File: src/rtl/gpzda_pkg.sv
// Shared types and constants for the $GPZDA body parser.
package gpzda_pkg;

  typedef enum logic [2:0] {
    StIdle,
    StExpectComma,
    StField,
    StCkHi,
    StCkLo
  } state_e;

  // XOR of the header characters "GPZDA"
  localparam logic [7:0] CHECKSUM_SEED = 8'h48;

  localparam logic [2:0] F_TIME   = 3'd1;
  localparam logic [2:0] F_DAY    = 3'd2;
  localparam logic [2:0] F_MONTH  = 3'd3;
  localparam logic [2:0] F_YEAR   = 3'd4;
  localparam logic [2:0] F_ZONE_H = 3'd5;
  localparam logic [2:0] F_ZONE_M = 3'd6;

  localparam logic [7:0] ASCII_COMMA  = 8'h2C;
  localparam logic [7:0] ASCII_STAR   = 8'h2A;
  localparam logic [7:0] ASCII_DOLLAR = 8'h24;
  localparam logic [7:0] ASCII_DOT    = 8'h2E;

  localparam int unsigned TIME_DIGITS  = 6;
  localparam int unsigned DAY_DIGITS   = 2;
  localparam int unsigned MONTH_DIGITS = 2;
  localparam int unsigned YEAR_DIGITS  = 4;

  // Time may carry trailing fractional seconds; date fields must be exact.
  function automatic logic field_len_ok(input logic [2:0] idx, input int unsigned len);
    logic ok;
    case (idx)
      F_TIME:  ok = (len >= TIME_DIGITS);
      F_DAY:   ok = (len == DAY_DIGITS);
      F_MONTH: ok = (len == MONTH_DIGITS);
      F_YEAR:  ok = (len == YEAR_DIGITS);
      default: ok = 1'b1;
    endcase
    return ok;
  endfunction

endpackage

File: src/rtl/ascii_hex_nibble.sv
// Combinational ASCII classifier: decimal digit, uppercase hex digit, nibble value.
module ascii_hex_nibble (
  input  logic [7:0] data,
  output logic       is_digit,
  output logic       is_hex,
  output logic [3:0] nibble
);

  logic is_upper;

  always_comb begin
    is_digit = (data >= 8'h30) && (data <= 8'h39);
    is_upper = (data >= 8'h41) && (data <= 8'h46);
    is_hex   = is_digit | is_upper;
    nibble   = 4'h0;
    if (is_digit) begin
      nibble = data[3:0];
    end else if (is_upper) begin
      nibble = data[3:0] + 4'd9;
    end
  end

endmodule

File: src/rtl/gpzda_field_parser.sv
// Parses the $GPZDA body after a header match; publishes BCD time/date on a good checksum.
module gpzda_field_parser
  import gpzda_pkg::*;
#(
  parameter int unsigned B         = 8,
  parameter int unsigned MAX_FIELD = 15
) (
  input  logic         clock,
  input  logic         reset,
  input  logic         load,
  input  logic [B-1:0] data,
  input  logic         header_match,
  output logic [7:0]   hour,
  output logic [7:0]   minute,
  output logic [7:0]   second,
  output logic [7:0]   day,
  output logic [7:0]   month,
  output logic [15:0]  year,
  output logic         valid,
  output logic         error
);

  localparam int unsigned CW = $clog2(MAX_FIELD + 1);

  state_e        state_q, state_d;
  logic [2:0]    field_q, field_d;
  logic [CW-1:0] cnt_q, cnt_d;
  logic [7:0]    acc_q, acc_d;
  logic [3:0]    ck_hi_q, ck_hi_d;
  logic [23:0]   time_q, time_d;
  logic [7:0]    day_sh_q, day_sh_d;
  logic [7:0]    month_sh_q, month_sh_d;
  logic [15:0]   year_sh_q, year_sh_d;
  logic [7:0]    hour_q, minute_q, second_q, day_q, month_q;
  logic [15:0]   year_q;
  logic          valid_q, error_q;
  logic          valid_d, abort;

  logic [7:0] ch;
  logic       is_digit, is_hex;
  logic [3:0] nibble;

  assign ch = data[7:0];

  ascii_hex_nibble u_cls (
    .data     (ch),
    .is_digit (is_digit),
    .is_hex   (is_hex),
    .nibble   (nibble)
  );

  always_comb begin
    state_d    = state_q;
    field_d    = field_q;
    cnt_d      = cnt_q;
    acc_d      = acc_q;
    ck_hi_d    = ck_hi_q;
    time_d     = time_q;
    day_sh_d   = day_sh_q;
    month_sh_d = month_sh_q;
    year_sh_d  = year_sh_q;
    valid_d    = 1'b0;
    abort      = 1'b0;

    if (load) begin
      if (header_match) begin
        state_d = StExpectComma;
        acc_d   = CHECKSUM_SEED;
      end else if (state_q != StIdle && ch == ASCII_DOLLAR) begin
        abort = 1'b1;
      end else begin
        unique case (state_q)
          StIdle: ;
          StExpectComma: begin
            if (ch == ASCII_COMMA) begin
              acc_d   = acc_q ^ ch;
              field_d = F_TIME;
              cnt_d   = '0;
              state_d = StField;
            end else begin
              abort = 1'b1;
            end
          end
          StField: begin
            if (ch == ASCII_STAR) begin
              if (field_q == F_ZONE_M) state_d = StCkHi;
              else abort = 1'b1;
            end else if (ch == ASCII_COMMA) begin
              acc_d = acc_q ^ ch;
              if (field_q == F_ZONE_M || !field_len_ok(field_q, 32'(cnt_q))) begin
                abort = 1'b1;
              end else begin
                field_d = field_q + 3'd1;
                cnt_d   = '0;
              end
            end else begin
              acc_d = acc_q ^ ch;
              if (32'(cnt_q) == MAX_FIELD) begin
                abort = 1'b1;
              end else begin
                cnt_d = cnt_q + CW'(1);
                // Shadows shift in digits; a complete field fully overwrites stale content.
                case (field_q)
                  F_TIME: begin
                    if (32'(cnt_q) < TIME_DIGITS) begin
                      if (!is_digit) abort = 1'b1;
                      else time_d = {time_q[19:0], nibble};
                    end
                  end
                  F_DAY: begin
                    if (!is_digit) abort = 1'b1;
                    else if (32'(cnt_q) < DAY_DIGITS) day_sh_d = {day_sh_q[3:0], nibble};
                  end
                  F_MONTH: begin
                    if (!is_digit) abort = 1'b1;
                    else if (32'(cnt_q) < MONTH_DIGITS) month_sh_d = {month_sh_q[3:0], nibble};
                  end
                  F_YEAR: begin
                    if (!is_digit) abort = 1'b1;
                    else if (32'(cnt_q) < YEAR_DIGITS) year_sh_d = {year_sh_q[11:0], nibble};
                  end
                  default: ;
                endcase
              end
            end
          end
          StCkHi: begin
            if (is_hex) begin
              ck_hi_d = nibble;
              state_d = StCkLo;
            end else begin
              abort = 1'b1;
            end
          end
          StCkLo: begin
            state_d = StIdle;
            if (is_hex && {ck_hi_q, nibble} == acc_q) valid_d = 1'b1;
            else abort = 1'b1;
          end
          default: state_d = StIdle;
        endcase
      end
    end

    if (abort) state_d = StIdle;
  end

  always_ff @(posedge clock or posedge reset) begin
    if (reset) begin
      state_q    <= StIdle;
      field_q    <= '0;
      cnt_q      <= '0;
      acc_q      <= '0;
      ck_hi_q    <= '0;
      time_q     <= '0;
      day_sh_q   <= '0;
      month_sh_q <= '0;
      year_sh_q  <= '0;
      hour_q     <= '0;
      minute_q   <= '0;
      second_q   <= '0;
      day_q      <= '0;
      month_q    <= '0;
      year_q     <= '0;
      valid_q    <= 1'b0;
      error_q    <= 1'b0;
    end else begin
      state_q    <= state_d;
      field_q    <= field_d;
      cnt_q      <= cnt_d;
      acc_q      <= acc_d;
      ck_hi_q    <= ck_hi_d;
      time_q     <= time_d;
      day_sh_q   <= day_sh_d;
      month_sh_q <= month_sh_d;
      year_sh_q  <= year_sh_d;
      valid_q    <= valid_d;
      error_q    <= abort;
      if (valid_d) begin
        hour_q   <= time_q[23:16];
        minute_q <= time_q[15:8];
        second_q <= time_q[7:0];
        day_q    <= day_sh_q;
        month_q  <= month_sh_q;
        year_q   <= year_sh_q;
      end
    end
  end

  assign hour   = hour_q;
  assign minute = minute_q;
  assign second = second_q;
  assign day    = day_q;
  assign month  = month_q;
  assign year   = year_q;
  assign valid  = valid_q;
  assign error  = error_q;

endmodule
File: config.mk
export PLATFORM = sky130hd
export DESIGN_NAME = gpzda_field_parser
export DESIGN_NICKNAME = d
export VERILOG_FILES = /design/src/rtl/gpzda_pkg.sv /design/src/rtl/ascii_hex_nibble.sv /design/src/rtl/gpzda_field_parser.sv
export SDC_FILE = /design/constraint.sdc
export NUM_CORES = 1
export LEC_CHECK = 0
export ABC_AREA = 0
export CAP_MARGIN = 10
export CORE_UTILIZATION = 56
export DETAILED_ROUTE_END_ITERATION = 7
export GPL_TIMING_DRIVEN = 0
export PLACE_DENSITY = 0.85
export SYNTH_ARGS = -nofsm -noshare
export SYNTH_HDL_FRONTEND = slang
export SYNTH_SLANG_ARGS = --single-unit
File: constraint.sdc
create_clock -name clock -period 6.4 [get_ports clock]
set_input_delay 1.6 -clock clock [delete_from_list [all_inputs] [get_ports clock]]
set_output_delay 1.6 -clock clock [all_outputs]
set_load 0.05 [all_outputs]
==> flow_metrics.env, run 1 <==
export IMPL_routedWlPerCell_um=18.23
export IMPL_power_frac_seq=0.439
export IMPL_yosysTopAreaCell="dfrtp_1"
export IMPL_post_route_period_util=0.7513
export IMPL_clk_latency_ns=0.53
export IMPL_min_to="day_sh_q[6]"
export IMPL_drc=0
export IMPL_die_w_um=105.4
export IMPL_setup_tns_ns=0
export IMPL_syn_area_um2=5988
export IMPL_postPlaceCellArea_um2=6882
export IMPL_instances_no_fill=706
export IMPL_min_path_cells=1
export IMPL_clock_sinks=136
export IMPL_startpoint_type="primary input"
export IMPL_clockRootBuffer="clkbuf_8"
export IMPL_clk_pin_slew_ns=0.07
export IMPL_synth_edf_count=0
export IMPL_htreeDepth=4
export IMPL_seqCellArea_um2=3403
export IMPL_via_per_inst=5.819
export IMPL_design_area_um2=7498
export IMPL_drv_cap=0
export IMPL_rr_startpoint="acc_q[6]"
export IMPL_num_rows=37
export IMPL_numPortBuffers=69
export IMPL_syn_nets=491
export IMPL_io_pins=70
export IMPL_grt_pass1_vias=4253
export IMPL_worstPathArrival_ns=5.21
export IMPL_max_freq_ghz=0.2080
export IMPL_num_fill_cells=638
export IMPL_antennaDiodeCount=0
export IMPL_slew_headroom=0.4480
export IMPL_place_gp_congestion=0.9254
export IMPL_power_switching_w=0.0005427
export IMPL_swShare=0.2625
export IMPL_yosysSeqAreaShare=0.5683
export IMPL_critPathKind="primary input to flip-flop"
export IMPL_status="complete, no violations"
export IMPL_cp_max_fo=10
export IMPL_hold_violations=0
export IMPL_synth_cell_types=52
export IMPL_drtIter0Drc=269
export IMPL_wl_um=12870
export IMPL_hp_class="flip-flop to flip-flop"
export IMPL_antenna_left=0
export IMPL_p_total_w=0.002067
export IMPL_drive_gt1_frac=0.2807
export IMPL_grt_setup_unrepaired="false"
export IMPL_yosysWarnings=0
export IMPL_antenna_found_initial=0
export IMPL_rrSetupSlack_ns=3.24
export IMPL_skew_ns=0.01063
export IMPL_core_area_um2=10320
export IMPL_postSynthAreaPerCell_um2=12.80
export IMPL_reg2regPathDepth=9
export IMPL_min_period_ns=4.809
export IMPL_ir_drop_uv=174.7
export IMPL_p_int_w=0.001525
export IMPL_dp_cells=674
export IMPL_power_density_nw_per_um2=275.7
export IMPL_worstReg2RegEnd="month[0]"
export IMPL_cts_hold_buf=0
export IMPL_vias=4108
export IMPL_fin_nets=580
export IMPL_p_leak_nw=3.532
export IMPL_synth_top_area_frac=0.5683
export IMPL_setup_viol=0
export IMPL_grt_max_degree=79
export IMPL_cts_buffer_depth=2
export IMPL_die_area_um2=11110
export IMPL_cts_tree="yes"
export IMPL_synth_flop_cell="dfrtp_1"
export IMPL_max_slew_worst_pin_slew_ns=0.8216
export IMPL_clock_power_share=0.485
export IMPL_cp_end_kind="flip-flop"
export IMPL_hpwl_um=8465
export IMPL_hp_start="day_sh_q[6]"
export IMPL_synthTopCellsByCount="dfrtp_1 (136), mux2_2 (112), nor2_1 (29)"
export IMPL_grt_ovfl_total=0
export IMPL_syn2layout_area_growth_pct=25.22
export IMPL_grt_pass1_wl_um=21160
export IMPL_syn_inst=468
export IMPL_firstDrtPassIters=5
export IMPL_synth_ff_latch_count=136
export IMPL_async_flop_share=1.000
export IMPL_cts_buffers=17
export IMPL_initial_utilization=0.5801
export IMPL_combPwrFrac=0.077
export IMPL_grt_use_total=0.2496
export IMPL_post_cts_buffers=0
export IMPL_die_h_um=105.4
export IMPL_ys_top_cells_by_area="dfrtp_1 (57%), mux2_2 (21%), ha_1 (2.3%)"
export IMPL_ctsResizeCount=0
export IMPL_yosysMostFrequentCell="dfrtp_1"
export IMPL_final_max_slew_viol_count=0
export IMPL_multi_input_area_um2=2446
export IMPL_crit_required_ns=6.80
## cell families (layout without fill, tap and decap cells)
logic type / Yosys count / in the layout / share of synthesized area
buf+inv: 29 / 131 / 0.02319
fa+ha+maj: 11 / 11 / 0.02298
mux: 115 / 115 / 0.2163
xor+xnor: 7 / 7 / 0.01024
simple gates: 104 / 104 / 0.08671
compound gates: 66 / 66 / 0.07229
flops: 136 / 136 / 0.5683
## registers in the layout, summed over array words and instances, names as in the netlist, 3 cells and up
signal and flops:
second 8, year_sh_q 16, day 8, month_sh_q 8, state_q 3, ck_hi_q 4, day_sh_q 8, field_q 3
acc_q 8, minute 8, month 8, cnt_q 4, hour 8, time_q 24, year 16
## critical path, cell delays in order
cell and delay [ns]:
clkdlybuf4s50_1 0.57, inv_1 0.18, ha_1 0.27, o21bai_1 0.11
a21oi_1 0.47, a32o_1 0.47, xnor2_1 0.19, nand3_1 0.14
nor3_2 0.36, buf_4 0.28, buf_6 0.19, mux2_2 0.35
## power by group through the flow
stage	Sequential [W]	Combinational [W]	Clock (W)
final	0.000907	0.000158	0.00100
after global routing	0.000909	0.000176	0.00106
after CTS	0.000906	0.000158	0.00102
after detailed placement	0.000922	0.000157	0
after global placement	0.000920	0.000147	0
after floorplan	0.000918	0.000111	0
## metal layers
layer	routed length, µm	track usage	vias up
li1	-	-	1871
met1	5384	0.3043	2071
met2	6644	0.4290	143
met3	587	0.05937	23
met4	252	0.09658	0
met5	0	0	-
## cells in the final DEF, fill, tap and decap left out, types with 3 or more instances in the layout
cell type / count
clkbuf_16: 16
or3_1: 5
ha_1: 11
nor3_1: 10
o21ai_0: 22
o31ai_1: 4
inv_6: 3
xnor2_1: 6
a21oi_1: 11
o22ai_1: 3
a31oi_1: 4
clkdlybuf4s50_1: 69
nor2_1: 29
nand2b_1: 8
buf_6: 3
nand3_1: 11
nand2_1: 23
mux2_1: 3
clkbuf_1: 11
inv_8: 6
mux2_2: 112
dfrtp_1: 136
buf_2: 3
inv_1: 10
## per-stage QoR
stage / hold slack, ns / util / setup slack [ns]
floorplan: 0.4585 / - / 1.161
global placement: 0.4690 / 0.6634 / -0.4156
detailed placement: 0.4871 / 0.6666 / 1.123
CTS: 0.5073 / 0.7263 / 1.645
global route: 0.5210 / 0.7263 / 1.390
finish: 0.5040 / 0.7263 / 1.591
## layout make-up
class | count | share of cell area
tap | 136 | 0.02269
buffer | 18 | 0.01302
clock inverter | 15 | 0.02703
inverter | 11 | 0.006174
timing repair buffer | 70 | 0.09578
clock buffer | 17 | 0.05523
multi-input combinational | 303 | 0.3262
sequential | 136 | 0.4539
## worst max path at each step
stage,start,to,depth (start not counted)
finish,data[1],month[0],12
global route,data[1],month[0],12
CTS,data[1],month[0],12
detailed placement,data[1],month[6],12
global placement,reset,month_sh_q[5],2
floorplan,reset,acc_q[0],1
Power figures use the tool's default switching activity.
==> run 2: changes to the inputs <==
CORE_UTILIZATION = 50   (was 56)
PLACE_DENSITY = 0.8   (was 0.85)
clock period = 4.16 ns   (was 6.4 ns; I/O delays follow)
==> run 2 against run 1 <==
The run now ends with DRC left. Power rose by 51%. Register-to-register slack got worse by 2.1 ns. Critical endpoint is now day[7]. Critical path type unchanged. Cell count rose by 0.99%.
==> flow_metrics.env, run 2 (same netlist as run 1, synthesis figures left out) <==
export IMPL_num_rows=39
export IMPL_drive_gt1_frac=0.2825
export IMPL_cp_max_fo=10
export IMPL_antenna_left=0
export IMPL_regMostFlops="time_q"
export IMPL_antennaDiodeCount=0
export IMPL_min_period_ns=3.933
export IMPL_die_h_um=111.4
export IMPL_htreeDepth=4
export IMPL_crit_top_cell="buf_6"
export IMPL_grt_setup_unrepaired="false"
export IMPL_critPathKind="primary input to flip-flop"
export IMPL_power_density_nw_per_um2=415.5
export IMPL_die_w_um=111.4
export IMPL_status="complete, but fails checks"
export IMPL_cts_buffer_depth=2
export IMPL_startpoint_type="primary input"
export IMPL_max_freq_ghz=0.2542
export IMPL_vias=4097
export IMPL_hold_violations=0
export IMPL_fin_nets=582
export IMPL_clock_power_share=0.474
export IMPL_clk_pin_slew_ns=0.05
export IMPL_final_common_cell="dfrtp_1"
export IMPL_cp_num_buf_inv=3
export IMPL_routedWlPerCell_um=17.20
export IMPL_initial_utilization=0.5178
export IMPL_die_area_um2=12420
export IMPL_clockRootBuffer="clkbuf_16"
export IMPL_skew_ns=0.006437
export IMPL_p_int_w=0.002419
export IMPL_grt_max_degree=40
export IMPL_cts_hold_buf=0
export IMPL_drc=14
export IMPL_clk_latency_ns=0.42
export IMPL_slowest_delay_ns=0.48
export IMPL_p_leak_nw=3.560
export IMPL_ir_drop_uv=218.1
export IMPL_post_cts_buffers=0
export IMPL_final_cell_mix="dfrtp_1 (136), mux2_2 (112), clkdlybuf4s50_1 (67)"
export IMPL_setup_viol=0
export IMPL_grt_use_total=0.2155
export IMPL_antenna_found_initial=0
export IMPL_largest_reg_flops=24
export IMPL_max_slew_worst_pin_slew_ns=0.8675
export IMPL_grt_ovfl_total=0
export IMPL_crit_required_ns=4.45
export IMPL_numPortBuffers=69
export IMPL_io_pins=70
export IMPL_num_fill_cells=865
export IMPL_drv_cap=0
export IMPL_combPwrFrac=0.079
export IMPL_drtIter0Drc=317
export IMPL_grt_pass1_vias=4127
export IMPL_multi_input_area_um2=2462
export IMPL_p_total_w=0.003128
export IMPL_power_frac_seq=0.447
export IMPL_final_util=0.6510
export IMPL_violations="DRC"
export IMPL_hpwl_um=8679
export IMPL_firstDrtPassIters=7
export IMPL_power_switching_w=0.0007093
export IMPL_slew_headroom=0.4172
export IMPL_post_route_period_util=0.9455
export IMPL_place_gp_congestion=0.8812
export IMPL_cts_buffers=17
export IMPL_timing_hold_ws_ns=0.4984
export IMPL_crit_family="simple AND/OR/NAND/NOR gates"
export IMPL_worstPathArrival_ns=4.23
export IMPL_crit_chain="clkdlybuf4s50_1 -> nand4bb_1 -> o21bai_1 -> or4b_1 -> a2111oi_2 -> nand3_1 -> nor3_4 -> buf_6 -> buf_6 -> mux2_2"
export IMPL_core_area_um2=11560
export IMPL_via_per_inst=5.746
export IMPL_final_max_slew_viol_count=0
export IMPL_syn2layout_area_growth_pct=25.72
export IMPL_grt_pass1_wl_um=20600
export IMPL_cp_end_kind="flip-flop"
export IMPL_hp_class="flip-flop to flip-flop"
export IMPL_wl_um=12260
export IMPL_clock_sinks=136
export IMPL_seqCellArea_um2=3403
export IMPL_critical_path_slowest_cell="clkdlybuf4s50_1"
export IMPL_cts_tree="yes"
export IMPL_swShare=0.2268
run 2: worst reg2reg max path: stages (launching register included):
cell       delay, ns
dfrtp_1         0.40
xnor2_1         0.17
nand3_1         0.09
or4b_1          0.54
a2111oi_2       0.44
nand3_1         0.20
nor3_4          0.30
buf_6           0.21
buf_6           0.18
mux2_2          0.36
run 2: power groups by stage:
stage	combinational [W]	clock, W	sequential [W]
after floorplan	0.000171	0	0.00141
after global placement	0.000228	0	0.00142
after detailed placement	0.000243	0	0.00142
after CTS	0.000245	0.00151	0.00140
after global routing	0.000279	0.00158	0.00140
final	0.000247	0.00148	0.00140
run 2: timing repair:
action                     4_1_cts  5_1_grt
gates resized for setup          4        3
pin swaps                        1        1
hold endpoints to repair         0        0
setup endpoints to repair       40       49
run 2: routing by layer:
metal | track usage | part of all wire
met1 | 0.2771 | 0.44
met2 | 0.3492 | 0.49
met5 | 0 | 0
met4 | 0.08559 | 0.019
met3 | 0.05770 | 0.056
run 2: stage by stage:
stage / cells / worst slack (ns) / TNS [ns] / area (µm²)
6_report: 713 / 0.2268 / 0 / 7528
5_1_grt: 713 / 0.1069 / 0 / 7528
4_1_cts: 713 / 0.03922 / 0 / 7517
3_5_place_dp: 683 / -0.5685 / -29.79 / 6922
3_3_place_gp: 680 / -0.4758 / -23.24 / 6862
2_1_floorplan: 468 / 0.6975 / 0 / 5992
run 2: final cells by class:
cell class / count / area share
Sequential cell: 136 / 0.4521
Multi-Input combinational cell: 303 / 0.3271
Timing Repair Buffer: 72 / 0.09988
Clock buffer: 21 / 0.06116
Tap cell: 143 / 0.02377
Clock inverter: 9 / 0.01662
Buffer: 18 / 0.01346
Inverter: 11 / 0.005983
run 2: final timing paths:
| kind | cells after the start | slack (ns) | to | start |
|---|---|---|---|---|
| max | 10 | 0.23 | day[7] | data[6] |
| min reg2reg | 1 | 0.50 | month[7] | month_sh_q[7] |
| min | 1 | 0.50 | month[7] | month_sh_q[7] |
| min in group asynchronous | 2 | 1.10 | year_sh_q[7] | reset |
| max reg2reg | 9 | 1.16 | day[7] | ck_hi_q[2] |
| max in group asynchronous | 4 | 2.21 | second[1] | reset |
